$ cat config.mk
export PLATFORM = sky130hd
export DESIGN_NAME = mem_port_arbiter
export DESIGN_NICKNAME = d
export VERILOG_FILES = /design/src/rtl/mem_port_arbiter_pkg.sv /design/src/rtl/mem_port_arbiter_starve_ctr.sv /design/src/rtl/mem_port_arbiter.sv
export SDC_FILE = /design/constraint.sdc
export NUM_CORES = 1
export LEC_CHECK = 0
export CAP_MARGIN = 10
export CORE_MARGIN = 4
export CORE_UTILIZATION = 39
export DETAILED_ROUTE_END_ITERATION = 16
export HOLD_SLACK_MARGIN = 0.02
export PLACE_DENSITY = 0.77
export SLEW_MARGIN = 20
export SYNTH_ARGS = -nofsm -noshare
export SYNTH_HDL_FRONTEND = slang
export SYNTH_SLANG_ARGS = --single-unit
$ cat constraint.sdc
create_clock -name i_clk -period 4.9 [get_ports i_clk]
set_clock_uncertainty 0.05 [all_clocks]
set_input_delay 0.735 -clock i_clk [delete_from_list [all_inputs] [get_ports i_clk]]
set_output_delay 0.735 -clock i_clk [all_outputs]
set_load 0.05 [all_outputs]
$ cat src/rtl/mem_port_arbiter_pkg.sv
// Shared types for the IF/MEM single-port RAM arbiter.
// FSM encodings, grant ids and default widths.
package mem_port_arbiter_pkg;

    typedef enum logic [1:0] {
        ST_IDLE = 2'd0,
        ST_BUSY = 2'd1,
        ST_ACK  = 2'd2
    } arb_state_t;

    typedef enum logic {
        GNT_IF  = 1'b0,
        GNT_MEM = 1'b1
    } arb_gnt_t;

    localparam int ADDR_W_DEF     = 32;
    localparam int DATA_W_DEF     = 32;
    localparam int STARVE_MAX_DEF = 4;
    localparam int TO_CYCLES_DEF  = 255;

endpackage

$ cat src/rtl/mem_port_arbiter_starve_ctr.sv
// Saturating up-counter with increment/clear and an at-max flag.
// Ports: i_clk, i_rst (async high), i_inc, i_clr (wins), o_at_max.
module mem_port_arbiter_starve_ctr #(
    parameter int MAX = 4
) (
    input  logic i_clk,
    input  logic i_rst,
    input  logic i_inc,
    input  logic i_clr,
    output logic o_at_max
);

    localparam int W = $clog2(MAX + 1);

    logic [W-1:0] r_cnt;

    assign o_at_max = (r_cnt == W'(MAX));

    always_ff @(posedge i_clk or posedge i_rst) begin
        if (i_rst) begin
            r_cnt <= '0;
        end else if (i_clr) begin
            r_cnt <= '0;
        end else if (i_inc && !o_at_max) begin
            r_cnt <= r_cnt + 1'b1;
        end
    end

endmodule

$ cat src/rtl/mem_port_arbiter.sv
// Arbitrates IF fetches and MEM loads/stores onto one single-port RAM.
// Ports: i_clk/i_rst; IF req/addr -> rdata/ack; MEM req/we/addr/wdata ->
// rdata/ack; RAM en/we/addr/wdata <- rdata/ready; if/mem stall; timeout.
module mem_port_arbiter
    import mem_port_arbiter_pkg::*;
#(
    parameter int ADDR_W     = ADDR_W_DEF,
    parameter int DATA_W     = DATA_W_DEF,
    parameter int STARVE_MAX = STARVE_MAX_DEF,
    parameter int TO_CYCLES  = TO_CYCLES_DEF
) (
    input  logic              i_clk,
    input  logic              i_rst,
    input  logic              i_if_req,
    input  logic [ADDR_W-1:0] i_if_addr,
    output logic [DATA_W-1:0] o_if_rdata,
    output logic              o_if_ack,
    input  logic              i_mem_req,
    input  logic              i_mem_we,
    input  logic [ADDR_W-1:0] i_mem_addr,
    input  logic [DATA_W-1:0] i_mem_wdata,
    output logic [DATA_W-1:0] o_mem_rdata,
    output logic              o_mem_ack,
    output logic              o_ram_en,
    output logic              o_ram_we,
    output logic [ADDR_W-1:0] o_ram_addr,
    output logic [DATA_W-1:0] o_ram_wdata,
    input  logic [DATA_W-1:0] i_ram_rdata,
    input  logic              i_ram_ready,
    output logic              o_if_stall,
    output logic              o_mem_stall,
    output logic              o_timeout
);

    arb_state_t        r_state;
    arb_state_t        w_state_nxt;
    arb_gnt_t          r_gnt;
    logic              r_ram_en;
    logic              r_ram_we;
    logic [ADDR_W-1:0] r_ram_addr;
    logic [DATA_W-1:0] r_ram_wdata;
    logic [DATA_W-1:0] r_if_rdata;
    logic [DATA_W-1:0] r_mem_rdata;
    logic              r_if_ack;
    logic              r_mem_ack;
    logic              r_timeout;

    logic              w_start;
    logic              w_done;
    logic              w_abort;
    logic              w_gnt_mem;
    logic              w_starve_max;
    logic              w_wd_max;
    logic [DATA_W-1:0] w_rdata;

    // MEM is the older instruction and wins, unless IF has been
    // passed over STARVE_MAX times in a row.
    assign w_gnt_mem = i_mem_req & ~(i_if_req & w_starve_max);
    assign w_rdata   = w_abort ? '0 : i_ram_rdata;

    mem_port_arbiter_starve_ctr #(
        .MAX (STARVE_MAX)
    ) u_starve (
        .i_clk    (i_clk),
        .i_rst    (i_rst),
        .i_inc    (w_start & w_gnt_mem & i_if_req),
        .i_clr    ((r_state == ST_IDLE) & (~i_if_req | (w_start & ~w_gnt_mem))),
        .o_at_max (w_starve_max)
    );

    // Watchdog: counts only while a RAM access is outstanding.
    mem_port_arbiter_starve_ctr #(
        .MAX (TO_CYCLES)
    ) u_watchdog (
        .i_clk    (i_clk),
        .i_rst    (i_rst),
        .i_inc    (r_state == ST_BUSY),
        .i_clr    (r_state != ST_BUSY),
        .o_at_max (w_wd_max)
    );

    always_ff @(posedge i_clk or posedge i_rst) begin
        if (i_rst) begin
            r_state <= ST_IDLE;
        end else begin
            r_state <= w_state_nxt;
        end
    end

    always_comb begin
        w_state_nxt = r_state;
        w_start     = 1'b0;
        w_done      = 1'b0;
        w_abort     = 1'b0;
        unique case (r_state)
            ST_IDLE: begin
                if (i_if_req || i_mem_req) begin
                    w_start     = 1'b1;
                    w_state_nxt = ST_BUSY;
                end
            end
            ST_BUSY: begin
                if (i_ram_ready) begin
                    w_done      = 1'b1;
                    w_state_nxt = ST_ACK;
                end else if (w_wd_max) begin
                    w_done      = 1'b1;
                    w_abort     = 1'b1;
                    w_state_nxt = ST_ACK;
                end
            end
            ST_ACK: begin
                w_state_nxt = ST_IDLE;
            end
            default: begin
                w_state_nxt = ST_IDLE;
            end
        endcase
    end

    always_ff @(posedge i_clk or posedge i_rst) begin
        if (i_rst) begin
            r_gnt       <= GNT_IF;
            r_ram_en    <= 1'b0;
            r_ram_we    <= 1'b0;
            r_ram_addr  <= '0;
            r_ram_wdata <= '0;
            r_if_rdata  <= '0;
            r_mem_rdata <= '0;
            r_if_ack    <= 1'b0;
            r_mem_ack   <= 1'b0;
            r_timeout   <= 1'b0;
        end else begin
            r_ram_en  <= 1'b0;
            r_if_ack  <= 1'b0;
            r_mem_ack <= 1'b0;
            if (w_start) begin
                r_ram_en <= 1'b1;
                if (w_gnt_mem) begin
                    r_gnt       <= GNT_MEM;
                    r_ram_we    <= i_mem_we;
                    r_ram_addr  <= i_mem_addr;
                    r_ram_wdata <= i_mem_wdata;
                end else begin
                    r_gnt       <= GNT_IF;
                    r_ram_we    <= 1'b0;
                    r_ram_addr  <= i_if_addr;
                    r_ram_wdata <= '0;
                end
            end
            if (w_done) begin
                if (r_gnt == GNT_MEM) begin
                    r_mem_ack <= 1'b1;
                    // A store leaves the last load result in place.
                    if (!r_ram_we) begin
                        r_mem_rdata <= w_rdata;
                    end
                end else begin
                    r_if_ack   <= 1'b1;
                    r_if_rdata <= w_rdata;
                end
                if (w_abort) begin
                    r_timeout <= 1'b1;
                end
            end
        end
    end

    assign o_ram_en    = r_ram_en;
    assign o_ram_we    = r_ram_we;
    assign o_ram_addr  = r_ram_addr;
    assign o_ram_wdata = r_ram_wdata;
    assign o_if_rdata  = r_if_rdata;
    assign o_mem_rdata = r_mem_rdata;
    assign o_if_ack    = r_if_ack;
    assign o_mem_ack   = r_mem_ack;
    assign o_timeout   = r_timeout;
    assign o_if_stall  = i_if_req & ~r_if_ack;
    assign o_mem_stall = i_mem_req & ~r_mem_ack;

endmodule

### Yosys cells after proc, flatten, opt, wreduce, memory -nomap -nowiden

Index checks and enable logic that the tools add are counted.

| storage, ports and cells | value |
|---|---|
| bits in registers | 147 |
| input port bits | 134 |
| output and inout bits | 135 |
| logic and storage cells | 74 |

| cells by class | value |
|---|---|
| add/sub/neg operators | 2 |
| equal/unequal tests | 6 |
| mux-type cells | 25 |
| bitwise gates (word level) | 16 |
| reductions and logical operators | 12 |

Operators with widths:

| cell | number |
|---|---|
| $mux W32 | 3 |
| $mux W8 | 2 |
| $mux W1 | 14 |
| $add A8 B1 Y8 const B | 1 |
| $and A1 B1 Y1 | 8 |
| $eq A8 B8 Y1 const B | 1 |
| $not A1 Y1 | 7 |
| $mux W2 | 3 |
| $mux W3 | 2 |
| $reduce_and A2 Y1 | 3 |
| $ne A2 B1 Y1 const B | 2 |
| $pmux W2 S2 | 1 |
| $reduce_bool A2 Y1 | 2 |
| $add A3 B1 Y3 const B | 1 |
| $eq A3 B3 Y1 const B | 1 |
| $ne A3 B3 Y1 const B | 1 |
| $reduce_and A3 Y1 | 1 |
| $eq A2 B1 Y1 const B | 1 |
| $logic_and A1 B1 Y1 | 2 |
| $logic_not A1 Y1 | 2 |
| $logic_not A2 Y1 | 1 |
| $logic_or A1 B1 Y1 | 1 |
| $or A1 B1 Y1 | 1 |

### Depth between registers and ports, before layout

Gate-level depths: netlist of the first run.

| depth | value |
|---|---|
| word-level depth | 9 |
| mapped depth | 7 |

### Hierarchy

Synthesis of the first run repeated with hierarchy kept, for this count alone.

| unflattened totals | value |
|---|---|
| cell total of the unflattened synthesis | 441 |
| area, all modules | 6,363.6 µm² |

Modules (own cells, without submodules):

| module | instances | cells each | area each (µm²) |
|---|---|---|---|
| mem_port_arbiter | 1 | 374 | 5,675.4 |
| mem_port_arbiter_starve_ctr (u_watchdog) | 1 | 48 | 491.7 |
| mem_port_arbiter_starve_ctr (u_starve) | 1 | 19 | 196.4 |

### Least setup slack after synthesis of the first run

OpenSTA, ideal clock, no wires.

| path | value |
|---|---|
| kind | in2out |
| start | in i_if_req |
| end | out o_if_stall |
| arrival time | 1.445 ns |
| setup slack | 2.670 ns |
| stages | 2 |
| path buffers | 0 |
| cells stage by stage | inv_1 nor2_1 |

| on the way | value |
|---|---|
| word-level cells in the longest chain between the ends | 1 |

RTL lines:

| element | line | source |
|---|---|---|
| start, declared | mem_port_arbiter.sv:14 | `input logic i_if_req,` |
| $and A1 B1 Y1 | mem_port_arbiter.sv:178 | `assign o_if_stall = i_if_req & ~r_if_ack;` |
| end, declared | mem_port_arbiter.sv:30 | `output logic o_if_stall,` |

No other way between the ends.

### Worst setup path in the final report of the first run

Ends and elaborated chain as after synthesis.

==> results.json, run 1 <==
{
  "synthArstFlopShare": 1.00,
  "cts_resized": 0,
  "antenna_cells": 0,
  "synthFlopType": "dfrtp_1",
  "htreeDepth": 4,
  "worstPathArrival_ns": 2.34,
  "grt-ovfl-total": 0,
  "hp-class": "flop to flop",
  "synthCells": 524,
  "slew_headroom": 0.376,
  "drt-wirelength-per-cell_um": 20.3,
  "synth-compound-area-share": 0.280,
  "rsz0062_at_grt": "no",
  "min-delay-start": "o_timeout$_DFFE_PP0P_",
  "synthMuxAreaShare": 0.00175,
  "io_pins": 269,
  "use_met1": 0.259,
  "die_x_um": 136,
  "utilization": 0.619,
  "drt_iter0_drc": 283,
  "use_met2": 0.365,
  "critPathMaxStageDelay_ns": 0.81,
  "numCtsBuffers": 17,
  "critical_path_class": "input port to primary output",
  "synth_top_family_by_area": "compound AO/OA/AOI/OAI gates",
  "yosys_warnings": 0,
  "seq_power_share": 0.276,
  "endpoint_kind": "primary output",
  "clockPowerShare": 0.197,
  "startpoint": "i_if_req",
  "yosys.area_share.simple": 0.0995,
  "clk_latency_ns": 0.41,
  "yosysTopAreaCellShare": 0.572,
  "initial_core_util": 0.402,
  "path_cells": "clkdlybuf4s50_1, inv_1, nor2_1, clkdlybuf4s50_1",
  "synthTopCellsByArea": "dfrtp_1, a22o_1, a221o_1",
  "p_switching_mw": 3.18,
  "hold_ws_ns": 0.413,
  "cp_data_required_time_ns": 4.12,
  "post_cts_buffers": 0,
  "dieArea_mm2": 0.0186,
  "r2r-start": "r_state[0]$_DFFE_PP0P_",
  "area_growth_pct": 54.0,
  "syn_area_mm2": 0.00643,
  "ys_ff_latch": 147,
  "p_total_mw": 7.07,
  "io_buffers": 268,
  "gp_congestion": 0.790,
  "die_y_um": 136,
  "cts.sinks": 147,
  "grt_pass1_wl_um": 31300,
  "slew_viol_final": 0,
  "num_vias": 5477,
  "drc": 0,
  "setup_violations": 0,
  "clock_path_buffers": 2,
  "grt_use_total": 0.214,
  "cp_num_buf_inv": 3,
  "clk_pin_slew_ns": 0.06,
  "via_per_inst": 5.48,
  "finalHoldViolCount": 0,
  "p_comb_frac": 0.527,
  "path_common_cell": "clkdlybuf4s50_1",
  "path_delay_family": "buffers and inverters",
  "dp_hpwl_um": 14200,
  "cts-root-buf": "clkbuf_16",
  "p_sw_frac": 0.450,
  "ys_seq_area_frac": 0.572,
  "cts_tree": "built",
  "internal-power_mw": 3.89,
  "worstMarginPinSlew_ns": 0.934,
  "status": "completed",
  "cp_max_fo": 5,
  "synth_fa_ha_area_frac": 0.00584,
  "synth_edf_count": 0,
  "drv_cap": 0,
  "period_share": 0.638,
  "slowest_stage": "clkdlybuf4s50_1",
  "busiest_layer": "met2",
  "p_leak_nw": 4.17,
  "drt_pass1_iterations": 4,
  "ir_worst_vdd_mv": 0.342,
  "min_period_ns": 3.13,
  "yosys.area.top_type": "dfrtp_1",
  "cts_hold_buf": 0,
  "ant_nets": 0,
  "fin_tns_setup_ns": 0,
  "syn_avg_cell_area_um2": 12.3,
  "nNetsFinal": 907,
  "num_rows": 46,
  "grt_antenna_before_repair": 0,
  "grt_max_degree": 88,
  "syn_nets": 661,
  "drive_gt1_frac": 0.0664,
  "grt_pass1_vias": 5690,
  "wl_um": 20300,
  "grt_use_met3": 0.0744,
  "synth_cell_types": 42,
  "core_mm2": 0.0160,
  "fill_cells": 1283,
  "startpoint_type": "input port",
  "fmax_mhz": 320,
  "synth-xor-area-share": 0,
  "powerDensity_mw_per_mm2": 715
}
layout by cell type (no fill, tap or decap), types with 2 or more instances in the layout:
master	netlist	routed
inv_1	6	5
nor2b_1	34	34
nand2_1	3	2
nor2_1	9	9
a21o_1	34	34
a31oi_1	2	2
dfrtp_1	147	147
a221o_1	32	32
and3_1	34	34
a22o_1	65	65
o21ai_0	2	2
nand4_1	2	2
clkinvlp_4	0	2
bufinv_16	0	3
clkdlybuf4s50_1	0	268
nor3b_1	2	2
and4_1	2	2
clkbuf_16	0	17
nor3_1	6	6
nand3_1	4	4
inv_8	0	4
ha_1	3	3
or2_2	2	2
nor4b_1	2	2
a21oi_1	5	5
a211o_1	32	32
a21boi_0	33	33
inv_6	0	5
buf_4	3	5
through the flow:
stage / setup slack (ns) / instance area [µm²] / cells
floorplan: 0.164 / 6430 / 524
global placement: 1.67 / 9240 / 966
detailed placement: 1.52 / 9250 / 967
CTS: 1.68 / 9890 / 999
global route: 1.66 / 9900 / 999
finish: 1.77 / 9900 / 999
state kept, by name (all words and copies together), names as in the netlist, 2 cells and up:
| register | cells |
|---|---|
| o_ram_addr | 32 |
| o_mem_rdata | 32 |
| u_watchdog.r_cnt | 8 |
| r_state | 2 |
| u_starve.r_cnt | 3 |
| o_if_rdata | 32 |
| o_ram_wdata | 32 |
cells in the mapped netlist (all sizes together), types with 2 or more instances:
library cell    n
and3           34
nor2           10
o21ai           2
nand3           4
a22o           65
dfrtp         147
a211o          32
nor3b           2
nor4b           2
and4            2
or2             2
a21o           34
a21oi           6
nand4           2
a31oi           2
ha              3
a221o          32
nor3            6
nor2b          34
buf            28
a21boi         33
inv             6
a211oi          2
clkbuf         20
nand2           3
kinds of logic after synthesis:
logic type	count (synthesis)
adder cells (fa/ha/maj)	3
AND/OR/NAND/NOR	105
multiplexers	1
AO/OA/AOI/OAI	214
buffers and inverters	54
flip-flops	147
layer usage:
metal | part of all wire | up-vias | wire length (µm)
met1 | 0.40 | 2748 | 8200
met5 | 0 | - | 0
li1 | - | 2496 | -
met2 | 0.50 | 208 | 10100
met3 | 0.083 | 25 | 1680
met4 | 0.018 | 0 | 357
power by group through the flow:
stage	combinational (mW)	clock (mW)	sequential, mW
CTS	3.76	1.42	1.95
finish	3.73	1.39	1.95
global route	3.92	1.47	2.01
floorplan	1.14	0	3.32
detailed placement	3.74	0	1.96
global placement	3.66	0	1.94
final cells by class:
class	instances	area, µm²	share of cell area
multi-input cells	323	2530	0.256
clock buffers	17	425	0.0430
repair buffers	275	2760	0.278
well taps	216	270	0.0273
inverters	6	27.5	0.00278
flip-flops and latches	147	3680	0.372
clock inverters	15	210	0.0212
path summary, 6_finish.rpt:
check / to / slack (ns) / depth (start not counted)
setup / recovery: o_if_stall / 1.77 / 4
hold / removal: o_timeout$_DFFE_PP0P_ / 0.41 / 1
setup reg to reg: u_starve.r_cnt[1]$_DFFE_PP0P_ / 2.17 / 4
hold reg to reg: o_timeout$_DFFE_PP0P_ / 0.41 / 1
max in group asynchronous: o_ram_addr[21]$_DFFE_PP0P_ / 3.04 / 3
min in group asynchronous: o_ram_wdata[19]$_DFFE_PP0P_ / 0.81 / 2
Note: power is estimated with default switching activity, not from simulation.
==> run 2: changes to the inputs <==
clock period = 2.6 ns   (was 4.9 ns; I/O delays follow)
==> results.json, run 2 (synthesized netlist as in run 1, its figures left out) <==
{
  "area_growth_pct": 55.1,
  "drc": 0,
  "slew_viol_final": 0,
  "dp_hpwl_um": 14300,
  "drt-wirelength-per-cell_um": 20.0,
  "cp_max_fo": 2,
  "fin_ws_ns": 0.502,
  "num_vias": 5584,
  "worstPathArrival_ns": 1.66,
  "die_x_um": 136,
  "slew_headroom": 0.458,
  "p_leak_nw": 4.21,
  "slowest_stage": "clkdlybuf4s50_1",
  "cp_num_buf_inv": 1,
  "multi_input_area_mm2": 0.00252,
  "cp_data_required_time_ns": 2.16,
  "drv_cap": 0,
  "layout_common_cells": "clkdlybuf4s50_1, dfrtp_1, a22o_1",
  "grt_pass1_vias": 5701,
  "gp_congestion": 0.823,
  "period_share": 0.807,
  "via_per_inst": 5.55,
  "setup_violations": 0,
  "antenna_cells": 0,
  "cts-root-buf": "clkbuf_16",
  "htreeDepth": 4,
  "grt_antenna_before_repair": 1,
  "fin_tns_setup_ns": 0,
  "status": "completed",
  "clock_path_buffers": 2,
  "ir_worst_vdd_mv": 0.588,
  "critPathMaxStageDelay_ns": 0.90,
  "endpoint_kind": "primary output",
  "clk_pin_slew_ns": 0.06,
  "p_total_mw": 13.4,
  "fill_cells": 1287,
  "grt_pass1_wl_um": 31100,
  "io_pins": 269,
  "grt_max_degree": 77,
  "seqCellArea_mm2": 0.00368,
  "fmax_mhz": 477,
  "startpoint_type": "flop",
  "path_delay_family": "buffers and inverters",
  "grt-ovfl-total": 0,
  "powerDensity_mw_per_mm2": 1340,
  "post_cts_buffers": 0,
  "drt_iter0_drc": 310,
  "dieArea_mm2": 0.0186,
  "hp-class": "input port to async pin",
  "cts_tree": "built",
  "worstMarginPinSlew_ns": 0.812,
  "drive_gt1_frac": 0.0747,
  "cts.sinks": 147,
  "min_period_ns": 2.10,
  "core_mm2": 0.0160,
  "critical_path_class": "flop to primary output",
  "clk_latency_ns": 0.41,
  "cts_hold_buf": 0,
  "rsz0062_at_grt": "no",
  "layout_commonest_cell": "clkdlybuf4s50_1",
  "io_buffers": 268,
  "finalHoldViolCount": 0,
  "numCtsBuffers": 17,
  "nNetsFinal": 914,
  "ant_nets": 0,
  "path_cells": "clkdlybuf4s50_1",
  "cts_resized": 0,
  "utilization": 0.623,
  "drt_pass1_iterations": 4,
  "die_y_um": 136,
  "grt_use_total": 0.213,
  "initial_core_util": 0.402,
  "wl_um": 20100,
  "num_rows": 46,
  "place_ws_ns": 0.297
}
==> run 2: per-layer routing <==
layer,global-route usage,routed length (µm),share of wire,vias to the layer above
met3,0.0759,1850,0.092,37
met5,0,12,0.00060,-
met1,0.262,8140,0.40,2800
met2,0.346,9630,0.48,235
met4,0.0812,502,0.025,2
li1,-,-,-,2510
==> run 2: through the flow <==
stage	hold slack [ns]	area, µm²	cells
detailed placement	0.417	9340	974
finish	0.224	9970	1006
global route	0.228	9970	1006
floorplan	0.441	6430	524
global placement	0.397	9340	974
CTS	0.206	9970	1006
==> run 2: final cells by class <==
cell class | instances | area share
flip-flops and latches | 147 | 0.369
repair buffers | 282 | 0.285
clock buffers | 22 | 0.0486
well taps | 216 | 0.0271
inverters | 6 | 0.00264
clock inverters | 10 | 0.0146
multi-input cells | 323 | 0.253
==> run 2: where the power goes <==
| group | total, mW | switching [mW] | leakage [nW] | internal [mW] |
|---|---|---|---|---|
| combinational | 7.09 | 4.37 | 2.22 | 2.72 |
| clock | 2.58 | 0.956 | 0.304 | 1.62 |
| sequential | 3.69 | 0.574 | 1.69 | 3.11 |
| total | 13.4 | 5.90 | 4.21 | 7.46 |
==> run 2: path summary, 6_finish.rpt <==
kind                                        startpoint                           to  slack, ns  depth (start not counted)
max                        o_ram_wdata[31]$_DFFE_PP0P_              o_ram_wdata[31]       0.50                          1
min                                              i_rst  o_ram_wdata[11]$_DFFE_PP0P_       0.22                          2
max reg2reg                     r_state[1]$_DFFE_PP0P_   o_ram_wdata[6]$_DFFE_PP0P_       0.50                          5
min reg2reg                      o_timeout$_DFFE_PP0P_        o_timeout$_DFFE_PP0P_       0.42                          1
max in group asynchronous                        i_rst    o_ram_addr[5]$_DFFE_PP0P_       1.62                          3
min in group i_clk               o_timeout$_DFFE_PP0P_        o_timeout$_DFFE_PP0P_       0.42                          1
